===== src/rtl/bcd_hour_display.sv =====
// bcd_hour_display: two-digit multiplexed 7-segment driver for the hour counter.
// The BCD pair is sampled once per refresh frame into shadow registers and
// scanned out ones-then-tens, with leading-zero blanking and time-set blink.
module bcd_hour_display #(
    parameter int REFRESH_DIV    = 50000,
    parameter int BLINK_FRAMES   = 64,
    parameter int SEG_ACTIVE_LOW = 1,
    parameter int DIG_ACTIVE_LOW = 1
) (
    input  logic       clk,
    input  logic       rst_n,
    input  logic [3:0] in_q1,
    input  logic [3:0] in_q2,
    input  logic       blank_lz,
    input  logic       blink_en,
    output logic [6:0] seg,
    output logic [1:0] dig,
    output logic       frame_tick
);

    localparam int PW = $clog2(REFRESH_DIV);
    localparam int FW = (BLINK_FRAMES > 1) ? $clog2(BLINK_FRAMES) : 1;
    localparam logic [6:0] SEG_OFF = (SEG_ACTIVE_LOW != 0) ? 7'h7F : 7'h00;
    localparam logic [1:0] DIG_OFF = (DIG_ACTIVE_LOW != 0) ? 2'b11 : 2'b00;

    typedef enum logic {
        ONES = 1'b0,
        TENS = 1'b1
    } state_t;

    state_t         state;
    logic [PW-1:0]  pre_cnt;
    logic [FW-1:0]  frame_cnt;
    logic           blink_phase;
    logic [3:0]     sh_q1;
    logic [3:0]     sh_q2;
    logic           slot_tick;
    logic           frame_boundary;
    logic [3:0]     cur_digit;
    logic [6:0]     seg_on;
    logic [6:0]     seg_next;
    logic [1:0]     dig_next;

    // Active-high segment code {g,f,e,d,c,b,a}; non-BCD codes show a dash.
    function automatic logic [6:0] decode(input logic [3:0] d);
        case (d)
            4'd0:    decode = 7'h3F;
            4'd1:    decode = 7'h06;
            4'd2:    decode = 7'h5B;
            4'd3:    decode = 7'h4F;
            4'd4:    decode = 7'h66;
            4'd5:    decode = 7'h6D;
            4'd6:    decode = 7'h7D;
            4'd7:    decode = 7'h07;
            4'd8:    decode = 7'h7F;
            4'd9:    decode = 7'h6F;
            default: decode = 7'h40;
        endcase
    endfunction

    assign slot_tick      = (pre_cnt == PW'(REFRESH_DIV - 1));
    assign frame_boundary = slot_tick && (state == TENS);

    // Prescaler: one slot_tick every REFRESH_DIV cycles.
    always_ff @(posedge clk or negedge rst_n) begin
        if (!rst_n) begin
            pre_cnt <= '0;
        end else if (slot_tick) begin
            pre_cnt <= '0;
        end else begin
            pre_cnt <= pre_cnt + 1'b1;
        end
    end

    // Next segment/digit pattern for the slot currently being scanned.
    // Blink blanking keys on blink_phase alone: the phase is forced to 0 the
    // edge after blink_en drops, so segments relight one edge after that.
    always_comb begin
        cur_digit = (state == TENS) ? sh_q1 : sh_q2;
        seg_on    = decode(cur_digit);
        if (blink_phase) begin
            seg_on = '0;
        end else if ((state == TENS) && blank_lz && (sh_q1 == 4'd0)) begin
            seg_on = '0;
        end
        seg_next = (SEG_ACTIVE_LOW != 0) ? ~seg_on : seg_on;
        dig_next = (state == TENS) ? 2'b10 : 2'b01;
        if (DIG_ACTIVE_LOW != 0) begin
            dig_next = ~dig_next;
        end
    end

    // Scan FSM, frame-boundary shadow capture, blink timing and registered outputs.
    always_ff @(posedge clk or negedge rst_n) begin
        if (!rst_n) begin
            state       <= ONES;
            sh_q1       <= '0;
            sh_q2       <= '0;
            frame_cnt   <= '0;
            blink_phase <= 1'b0;
            seg         <= SEG_OFF;
            dig         <= DIG_OFF;
            frame_tick  <= 1'b0;
        end else begin
            seg        <= seg_next;
            dig        <= dig_next;
            frame_tick <= frame_boundary;
            if (slot_tick) begin
                state <= (state == ONES) ? TENS : ONES;
            end
            if (frame_boundary) begin
                sh_q1 <= in_q1;
                sh_q2 <= in_q2;
            end
            if (!blink_en) begin
                frame_cnt   <= '0;
                blink_phase <= 1'b0;
            end else if (frame_boundary) begin
                if (frame_cnt == FW'(BLINK_FRAMES - 1)) begin
                    frame_cnt   <= '0;
                    blink_phase <= ~blink_phase;
                end else begin
                    frame_cnt <= frame_cnt + 1'b1;
                end
            end
        end
    end

endmodule


===== config.mk =====
export PLATFORM = sky130hd
export DESIGN_NAME = bcd_hour_display
export DESIGN_NICKNAME = d
export VERILOG_FILES = /design/src/rtl/bcd_hour_display.sv
export SDC_FILE = /design/constraint.sdc
export NUM_CORES = 1
export LEC_CHECK = 0
export ABC_AREA = 1
export ABC_CLOCK_PERIOD_IN_PS = 1800
export CAP_MARGIN = 25
export CORE_ASPECT_RATIO = 0.6
export CORE_MARGIN = 2
export CORE_UTILIZATION = 56
export DETAILED_ROUTE_END_ITERATION = 12
export PLACE_DENSITY_LB_ADDON = 0.25
export SLEW_MARGIN = 20
export SYNTH_ARGS = -nofsm -noshare
export SYNTH_HDL_FRONTEND = slang
export SYNTH_SLANG_ARGS = --single-unit
export TNS_END_PERCENT = 10

===== constraint.sdc =====
create_clock -name clk -period 1.8 [get_ports clk]
set_input_delay 0.54 -clock clk [delete_from_list [all_inputs] [get_ports clk]]
set_output_delay 0.54 -clock clk [all_outputs]
set_load 0.02 [all_outputs]

==> metrics.cfg, run 1 <==
[floorplan]
core_um2=3680
die_area_um2=4357
die_w_um=83.89
row_count=17
pin_count=22
die_h_um=51.94
start_util=0.5828

[logic_synthesis]
ys_ff_latch=42
async_reset_ff_frac=1.000
synth_edf_count=0
synthXorXnorAreaFrac=0.03676
synth_simple_gate_area_frac=0.2894
synth_compound_area_frac=0.05543
syn_area_um2=2145
synth_fa_ha_area_frac=0.04084
avgSynthCellArea_um2=8.410
synth_ff_type=dfrtp_1
synth_top_area_share=0.3851
postSynthCellCount=255
yosys_warnings=0
syn_nets=274
synth_top_family_by_area=simple AND/OR/NAND/NOR gates
synth.distinct_cells=31
synth_mux_area_frac=0
synth_area_leader_cell=dfrtp_1
ys_seq_area_frac=0.4953
synth_area_leaders=dfrtp_1, nand2_1, dfstp_2

[drt]
firstDrtPassIters=4
detail-route-antenna-nets=0
remaining_drc_errors=0
drt-wirelength-per-cell_um=11.89
vias_per_cell=4.907
via_count=1629
drt-total-wl_um=3948
drt_iter0_drc=118

[worst_setup_path]
crit_required_ns=1.26
cp_num_cells=1
cp-start-kind=flop
crit_buf_inv=1
end_kind=output pin
r2r_start=state
reg2reg_depth=7
cp_slowest_stage_delay_ns=0.53
cp_top_family=flip-flops
worstSetupEndpoint=dig[0]
critical_path.startpoint=dig[0]
worstSetupPathType=reg -> out
r2r-end=seg[6]
crit_slowest_cell=dfstp_2
crit_path_cell_trace=dlygate4sd2_1
r2r_setup_slack_ns=0.20
critPathArrivalTime_ns=1.15
critPathMaxFanout=1

[sta]
rsz0062_at_grt=no
finalHoldViolations=0
finalSetupTns_ns=0
finClkSkew_ns=0.005420
worst_pin_slew_ns=0.5136
setup_viol=0
timing.final.crit_period_ns=1.689
drv_slew=0
maxSlewHeadroom=0.6576
period_share=0.9382
clock.fmax_mhz=592.2

[finish]
stdcell_area_um2=2499
fill_cells=329
n_antenna_cell=0
final_cell_mix=nand2_1, dfrtp_1, inv_1, nor2_1, nand3_1
syn_to_final_growth_pct=16.51
drive_gt1_frac=0.1333
layout.nets=303
final_common_cell=nand2_1

[global_routing]
antenna_found_initial=0
grtUsageTotal=0.2091
grt_max_degree=43
busiest_layer=met1
use_met2=0.2893
gr-total-overflow=0
globalRouteMet3Util=0.05714
grt_pass1_wl_um=6934
grt_pass1_vias=1511
use_met1=0.3145

[cts]
cts.sinks=42
clockBufferDepth=2
clk_latency_ns=0.29
htreeDepth=2
ctsRootBufferMaster=clkbuf_8
cts_inserted_buffers=5
path_clk_slew_ns=0.08
cts_setup_buffers=0
cts_tree=done

[outcome]
status=finished, final reports clean

[placed_design]
gp_congestion=0.8702
numPortBuffers=21
dp_hpwl_um=2894
dpl_cell_area_um2=2396

[power]
vdd.ir_drop.worst_v=0.0004729
power.leakage_nw=1.224
power.density_nw_per_um2=708.2

[flow_run]
maxCapViolCount=0

[min_path]
min_path_type=in -> async

[kinds of logic after synthesis]
group	Yosys count
compound gates	18
xor+xnor	9
fa+ha+maj	7
buf+inv	38
flops	42
simple gates	141
[flip-flops by register name, summed over array words and instances, names as in the netlist]
| register | flops |
|---|---|
| frame_tick | 1 |
| frame_cnt | 6 |
| sh_q1 | 4 |
| sh_q2 | 4 |
| pre_cnt | 16 |
| state | 1 |
| dig | 2 |
| seg | 7 |
| blink_phase | 1 |
[layer usage]
metal / wire (um) / up-vias
met5: 0 / -
met4: 40 / 0
met3: 203 / 5
met2: 1535 / 44
met1: 2168 / 732
li1: - / 848
[synth_stat cells (3+ instances only)]
master,instances
nand4_1,4
dfstp_2,9
nor3_1,3
inv_1,32
nand2_1,79
nor2_1,30
nand3_1,13
o21ai_0,8
dfrtp_1,33
nor2_2,3
ha_1,7
xor2_1,9
[power by group]
group          switching (mW)  internal [mW]  total, mW
sequential            0.00669          0.955      0.962
combinational          0.0466         0.0327     0.0793
clock                   0.320          0.408      0.728
total                   0.373           1.40       1.77
[worst min-delay path by stage]
| stage | startpoint | end | depth (start not counted) |
|---|---|---|---|
| after floorplan | rst_n | blink_phase | 0 |
| after global placement | pre_cnt[0] | pre_cnt[0] | 1 |
| after detailed placement | pre_cnt[0] | pre_cnt[0] | 1 |
| after CTS | rst_n | frame_tick | 2 |
| after global routing | rst_n | frame_tick | 2 |
| final | rst_n | pre_cnt[12] | 2 |
[cell type report]
class / instances / area [um2] / area share
sequential: 42 / 1062 / 0.4251
multi-input combinational: 175 / 908.4 / 0.3635
timing repair buffer: 25 / 226.5 / 0.09064
inverter: 35 / 133.9 / 0.05358
clock buffer: 5 / 68.82 / 0.02754
tap: 47 / 58.81 / 0.02354
clock inverter: 3 / 40.04 / 0.01602
[timing repair]
action,CTS,global route
endpoints found under the hold margin,0,0
gates resized for setup,9,2
hold buffers,0,0
endpoints found under the setup margin,9,2
[through the flow]
| step | util | hold WS [ns] | power (mW) | instances | setup slack (ns) |
|---|---|---|---|---|---|
| after floorplan | - | 0.2444 | 1.006 | 255 | 0.1590 |
| final | 0.6790 | 0.3045 | 1.770 | 332 | 0.1112 |
| after global routing | 0.6790 | 0.3227 | 1.837 | 332 | 0.001235 |
| after detailed placement | 0.6511 | 0.4513 | 1.063 | 324 | 0.1406 |
| after CTS | 0.6777 | 0.3069 | 1.791 | 332 | 0.01022 |
| after global placement | 0.6511 | 0.4520 | 1.063 | 324 | 0.1328 |
No activity file was read; power rests on OpenSTA's default activity.
==> inputs of run 2 (changes only) <==
CORE_ASPECT_RATIO = unset   (was 0.6)
CORE_MARGIN = 10   (was 2)
CORE_UTILIZATION = 45   (was 56)
==> run 2 against run 1 <==
Cell count increased by 1.5%. Largest power group unchanged. Register-to-register slack improved by 0.06 ns. Via count is 4.2% lower. Sequential share of layout area grew 0.26 points. Flip-flop and latch count unchanged. Power decreased by 7.6%. Count of clock-buffer cells in the layout unchanged.
==> metrics.cfg, run 2 (synthesis gave the netlist of run 1 again) <==
[outcome]
status=finished, final reports clean  ; unchanged

[worst_setup_path]
critPathArrivalTime_ns=1.14  ; was 1.15 ns
critPathMaxFanout=1  ; unchanged
r2r-end=seg[0]  ; was seg[6]
crit_path_cell_trace=dlygate4sd2_1  ; unchanged
cp-start-kind=flop  ; unchanged
worstSetupPathType=reg -> out  ; unchanged
reg2reg_depth=9  ; was 7
crit_buf_inv=1  ; unchanged
crit_required_ns=1.26  ; about the same
cp_top_family=flip-flops  ; unchanged
r2r_setup_slack_ns=0.26  ; was 0.20 ns
cp_slowest_stage_delay_ns=0.53  ; about the same
crit_slowest_cell=dfstp_2  ; unchanged
r2r_start=state  ; unchanged
end_kind=output pin  ; unchanged

[finish]
final_cell_mix=nand2_1, dfrtp_1, inv_1, nor2_1, nand3_1  ; unchanged
drive_gt1_frac=0.1237  ; was 0.1333
regMostFlops=pre_cnt  ; unchanged
final_common_cell=nand2_1  ; unchanged
syn_to_final_growth_pct=15.81  ; was 16.51%
largest_reg_flops=16  ; unchanged
n_antenna_cell=0  ; unchanged
fin_cells=337  ; was 332
layout.nets=301  ; was 303
fill_cells=425  ; was 329
top_regs=pre_cnt x16, seg x7, frame_cnt x6  ; unchanged

[min_path]
min_path_type=in -> async  ; unchanged

[sta]
finalHoldViolations=0  ; unchanged
setup_viol=0  ; unchanged
finClkSkew_ns=0.007007  ; was 0.005420 ns
finalSetupTns_ns=0  ; unchanged
clock.fmax_mhz=594.0  ; was 592.2 MHz
period_share=0.9353  ; was 0.9382
worst_pin_slew_ns=0.3000  ; was 0.5136 ns
rsz0062_at_grt=no  ; unchanged
timing.final.crit_period_ns=1.683  ; was 1.689 ns
maxSlewHeadroom=0.7993  ; was 0.6576
drv_slew=0  ; unchanged

[cts]
path_clk_slew_ns=0.08  ; about the same
clk_latency_ns=0.29  ; about the same
cts_inserted_buffers=5  ; unchanged
cts.sinks=42  ; unchanged
cts_setup_buffers=0  ; unchanged
cts_hold_buf=0  ; unchanged
cts_tree=done  ; unchanged
htreeDepth=2  ; unchanged
ctsRootBufferMaster=clkbuf_8  ; unchanged
ctsResizeCount=9  ; unchanged
clockBufferDepth=2  ; unchanged

[floorplan]
pin_count=22  ; unchanged
core_um2=4661  ; was 3680 um2
die_w_um=89.04  ; was 83.89 um
row_count=25  ; was 17
die_h_um=89.04  ; was 51.94 um
start_util=0.4601  ; was 0.5828
die_area_um2=7927  ; was 4357 um2

[drt]
vias_per_cell=4.632  ; was 4.907
drt_iter0_drc=71  ; was 118
drt-total-wl_um=3758  ; was 3948 um
firstDrtPassIters=4  ; unchanged
via_count=1561  ; was 1,629
top_layer_used=met4  ; unchanged
detail-route-antenna-nets=0  ; unchanged
met3_length_um=179  ; was 203 um
drt-wirelength-per-cell_um=11.15  ; was 11.89 um
drt-met1-wl_um=1909  ; was 2168 um
dr_wl_met2_um=1656  ; was 1535 um
remaining_drc_errors=0  ; unchanged

[global_routing]
grtUsageTotal=0.1042  ; was 0.2091
gr-total-overflow=0  ; unchanged
grt_pass1_wl_um=6679  ; was 6934 um
grt_max_degree=43  ; unchanged
grt_pass1_vias=1547  ; was 1,511
antenna_found_initial=0  ; unchanged

[power]
finalPower_mw=1.635  ; was 1.770 mW
vdd.ir_drop.worst_v=0.0003899  ; was 0.0004729 V
power.leakage_nw=1.203  ; was 1.224 nW
power.density_nw_per_um2=658.3  ; was 708.2 nW/um2

[placed_design]
dp.cells=329  ; was 324
dp_hpwl_um=2851  ; was 2894 um
numPortBuffers=21  ; unchanged
gp_congestion=0.7970  ; was 0.8702

[flow_run]
maxCapViolCount=0  ; unchanged

==> run 2: per-stage QoR <==
step | area, um2 | hold WS, ns | util | setup WS (ns)
after floorplan | 2145 | 0.2444 | - | 0.1590
after global placement | 2402 | 0.4032 | 0.5154 | 0.1418
after detailed placement | 2402 | 0.4134 | 0.5154 | 0.1150
after CTS | 2481 | 0.2157 | 0.5323 | 0.02644
after global routing | 2484 | 0.2219 | 0.5329 | 0.08013
final | 2484 | 0.2054 | 0.5329 | 0.1165
==> run 2: how the worst max path moves through the flow <==
stage                     from           end  depth (start not counted)  slack, ns
global route            dig[0]        dig[0]                          1       0.08
global placement      blink_en  frame_cnt[2]                          5       0.14
finish                  dig[0]        dig[0]                          1       0.12
CTS                 frame_tick    frame_tick                          1       0.03
floorplan                state        seg[6]                          8       0.16
detailed placement    blink_en  frame_cnt[2]                          5       0.11
==> run 2: routing by layer <==
metal,track usage,vias to the layer above
met5,0,-
met4,0.02601,0
met1,0.1354,700
met2,0.1656,19
met3,0.03099,3
li1,-,839
==> run 2: cell type report <==
| type | count | area (um2) | area share |
|---|---|---|---|
| Clock buffer | 5 | 68.82 | 0.02771 |
| Clock inverter | 3 | 21.27 | 0.008564 |
| Inverter | 35 | 133.9 | 0.05390 |
| Multi-Input combinational cell | 175 | 905.9 | 0.3647 |
| Sequential cell | 42 | 1062 | 0.4277 |
| Tap cell | 54 | 67.56 | 0.02720 |
| Timing Repair Buffer | 23 | 224.0 | 0.09018 |
==> run 2: power breakdown <==
group | internal [mW] | switching [mW] | total, mW
registers | 0.955 | 0.00577 | 0.961
logic | 0.0358 | 0.0473 | 0.0832
clock network | 0.272 | 0.318 | 0.591
==> inputs of run 3 (changes only) <==
PLACE_DENSITY = 0.71   (was unset)
PLACE_DENSITY_LB_ADDON = unset   (was 0.25)
==> run 3 against run 2 <==
Register-to-register slack about the same. Largest power group unchanged. Flip-flop and latch count unchanged. Critical endpoint is now seg[6]. Combinational power decreased by 1%. Highest routed layer unchanged. Sequential share of layout area decreased by 0.13 points. Cell count increased by 0.59%. Setup slack improved by 0.0052 ns. Sequential power about the same. Cell area increased by 0.30%. Largest cell class unchanged.
==> metrics.cfg, run 3 (synthesis gave the netlist of run 1 again) <==
[sta]
worst_pin_slew_ns=0.4157  ; was 0.3000 ns
setup_viol=0  ; unchanged
whs_ns=0.1682  ; was 0.2054 ns
finalHoldViolations=0  ; unchanged
period_share=0.9324  ; was 0.9353
finClkSkew_ns=0.007504  ; was 0.007007 ns
clock.fmax_mhz=595.9  ; was 594.0 MHz
maxSlewHeadroom=0.7229  ; was 0.7993
setup_ws_ns=0.1217  ; was 0.1165 ns
drv_slew=0  ; unchanged
timing.final.crit_period_ns=1.678  ; was 1.683 ns
rsz0062_at_grt=no  ; unchanged
finalSetupTns_ns=0  ; unchanged

[worst_setup_path]
critPathArrivalTime_ns=1.14  ; about the same
cp_slowest_stage_delay_ns=0.52  ; was 0.53 ns
crit_buf_inv=1  ; unchanged
cp-start-kind=flop  ; unchanged
worstSetupPathType=reg -> out  ; unchanged
crit_slowest_cell=dfstp_2  ; unchanged
critPathMaxFanout=1  ; unchanged
crit_path_cell_trace=dlygate4sd2_1  ; unchanged
crit_required_ns=1.26  ; about the same
cp_top_family=flip-flops  ; unchanged
end_kind=output pin  ; unchanged

[global_routing]
grt_pass1_wl_um=6782  ; was 6679 um
grtUsageTotal=0.1078  ; was 0.1042
gr-total-overflow=0  ; unchanged
grt_max_degree=27  ; was 43
grt_pass1_vias=1565  ; was 1,547
antenna_found_initial=0  ; unchanged

[power]
p_switching_mw=0.3687  ; was 0.3715 mW
intPower_mw=1.264  ; was 1.263 mW
seqPwrFrac=0.589  ; was 0.588
p_sw_frac=0.2258  ; was 0.2273
power.density_nw_per_um2=655.6  ; was 658.3 nW/um2
p_comb_frac=0.050  ; was 0.051
pwr-share-clk=0.361  ; about the same
finalPower_mw=1.633  ; was 1.635 mW
power.leakage_nw=1.201  ; was 1.203 nW
vdd.ir_drop.worst_v=0.0003401  ; was 0.0003899 V

[finish]
final_common_cell=nand2_1  ; unchanged
top_regs=pre_cnt x16, seg x7, frame_cnt x6  ; unchanged
stdcell_area_um2=2491  ; was 2484 um2
drive_gt1_frac=0.1263  ; was 0.1237
utilization=0.5345  ; was 0.5329
syn_to_final_growth_pct=16.16  ; was 15.81%
n_antenna_cell=0  ; unchanged
largest_reg_flops=16  ; unchanged
layout.nets=303  ; was 301
fill_cells=438  ; was 425
final_cell_mix=nand2_1, dfrtp_1, inv_1, nor2_1, nand3_1  ; unchanged
fin_cells=339  ; was 337
regMostFlops=pre_cnt  ; unchanged

[placed_design]
numPortBuffers=21  ; unchanged
dp.cells=331  ; was 329
dp_hpwl_um=2831  ; was 2851 um
dpl_cell_area_um2=2417  ; was 2402 um2
gp_congestion=0.8422  ; was 0.7970
dp_slack_ns=0.1535  ; was 0.1150 ns

[floorplan]
core_um2=4661  ; unchanged
die_w_um=89.04  ; unchanged
pin_count=22  ; unchanged
start_util=0.4601  ; unchanged
row_count=25  ; unchanged
die_h_um=89.04  ; unchanged
die_area_um2=7927  ; unchanged

[drt]
via_count=1607  ; was 1,561
vias_per_cell=4.740  ; was 4.632
drt-wirelength-per-cell_um=11.07  ; was 11.15 um
drt-met1-wl_um=1843  ; was 1909 um
drt_iter0_drc=64  ; was 71
dr_wl_met2_um=1649  ; was 1656 um
drt-total-wl_um=3753  ; was 3758 um
remaining_drc_errors=0  ; unchanged
firstDrtPassIters=4  ; unchanged
detail-route-antenna-nets=0  ; unchanged
top_layer_used=met4  ; unchanged
met3_length_um=228  ; was 179 um

[cts]
path_clk_slew_ns=0.08  ; about the same
htreeDepth=2  ; unchanged
cts_tree=done  ; unchanged
cts.sinks=42  ; unchanged
cts_setup_buffers=0  ; unchanged
cts_inserted_buffers=5  ; unchanged
ctsRootBufferMaster=clkbuf_8  ; unchanged
clk_latency_ns=0.29  ; about the same
clockBufferDepth=2  ; unchanged

[outcome]
status=finished, final reports clean  ; unchanged

[flow_run]
maxCapViolCount=0  ; unchanged

[min_path]
min_path_type=in -> async  ; unchanged

-- run 3: changes by cell type in the layout (fill, tap and decap cells not counted), sizes merged --
cell | previous run | this run
dlygate4sd2 | 9 | 10
clkbuf | 5 | 6
clkinvlp | 1 | 0
buf | 3 | 5
dlymetal6s2s | 1 | 0
-- run 3: cell type report --
class	instances	area, um2	share of cell area
multi-input combinational	175	905.9	0.3636
sequential	42	1062	0.4264
timing repair buffer	25	235.2	0.09443
inverter	35	133.9	0.05374
tap	54	67.56	0.02712
clock inverter	2	13.76	0.005525
clock buffer	6	72.57	0.02913
-- run 3: per-layer routing --
| layer | up-vias | track usage |
|---|---|---|
| li1 | 848 | - |
| met1 | 734 | 0.1342 |
| met2 | 20 | 0.1669 |
| met3 | 5 | 0.03191 |
| met4 | 0 | 0.05202 |
| met5 | - | 0 |
-- run 3: worst reg2reg max path, stage by stage, from the launching register on --
cell	delay (ns)
dfrtp_1	0.45
buf_4	0.17
o21a_1	0.21
ha_1	0.19
or2_2	0.30
o211ai_1	0.09
nand2_1	0.07
-- run 3: path summary, 6_finish.rpt --
path / from / endpoint / slack, ns / depth (start not counted)
min in group clk: pre_cnt[0] / pre_cnt[0] / 0.46 / 1
worst min-delay path: rst_n / pre_cnt[5] / 0.17 / 1
worst max-delay path: seg[6] / seg[6] / 0.12 / 1
worst min register to register: pre_cnt[0] / pre_cnt[0] / 0.46 / 1
max in group asynchronous: rst_n / dig[0] / 1.09 / 2
worst max register to register: state / seg[6] / 0.26 / 6
-- run 3: timing repair --
action	CTS	global route
cloned	0	0
setup endpoints to repair	10	1
resized for setup	10	1
hold buffers	0	0
-- run 3: power by group through the flow --
stage          sequential, mW  clock (mW)  combinational (mW)
2_1_floorplan           0.983           0              0.0227
3_5_place_dp            0.980           0              0.0870
5_1_grt                 0.963       0.652              0.0936
4_1_cts                 0.962       0.619              0.0846
6_report                0.961       0.590              0.0820
3_3_place_gp            0.979           0              0.0867
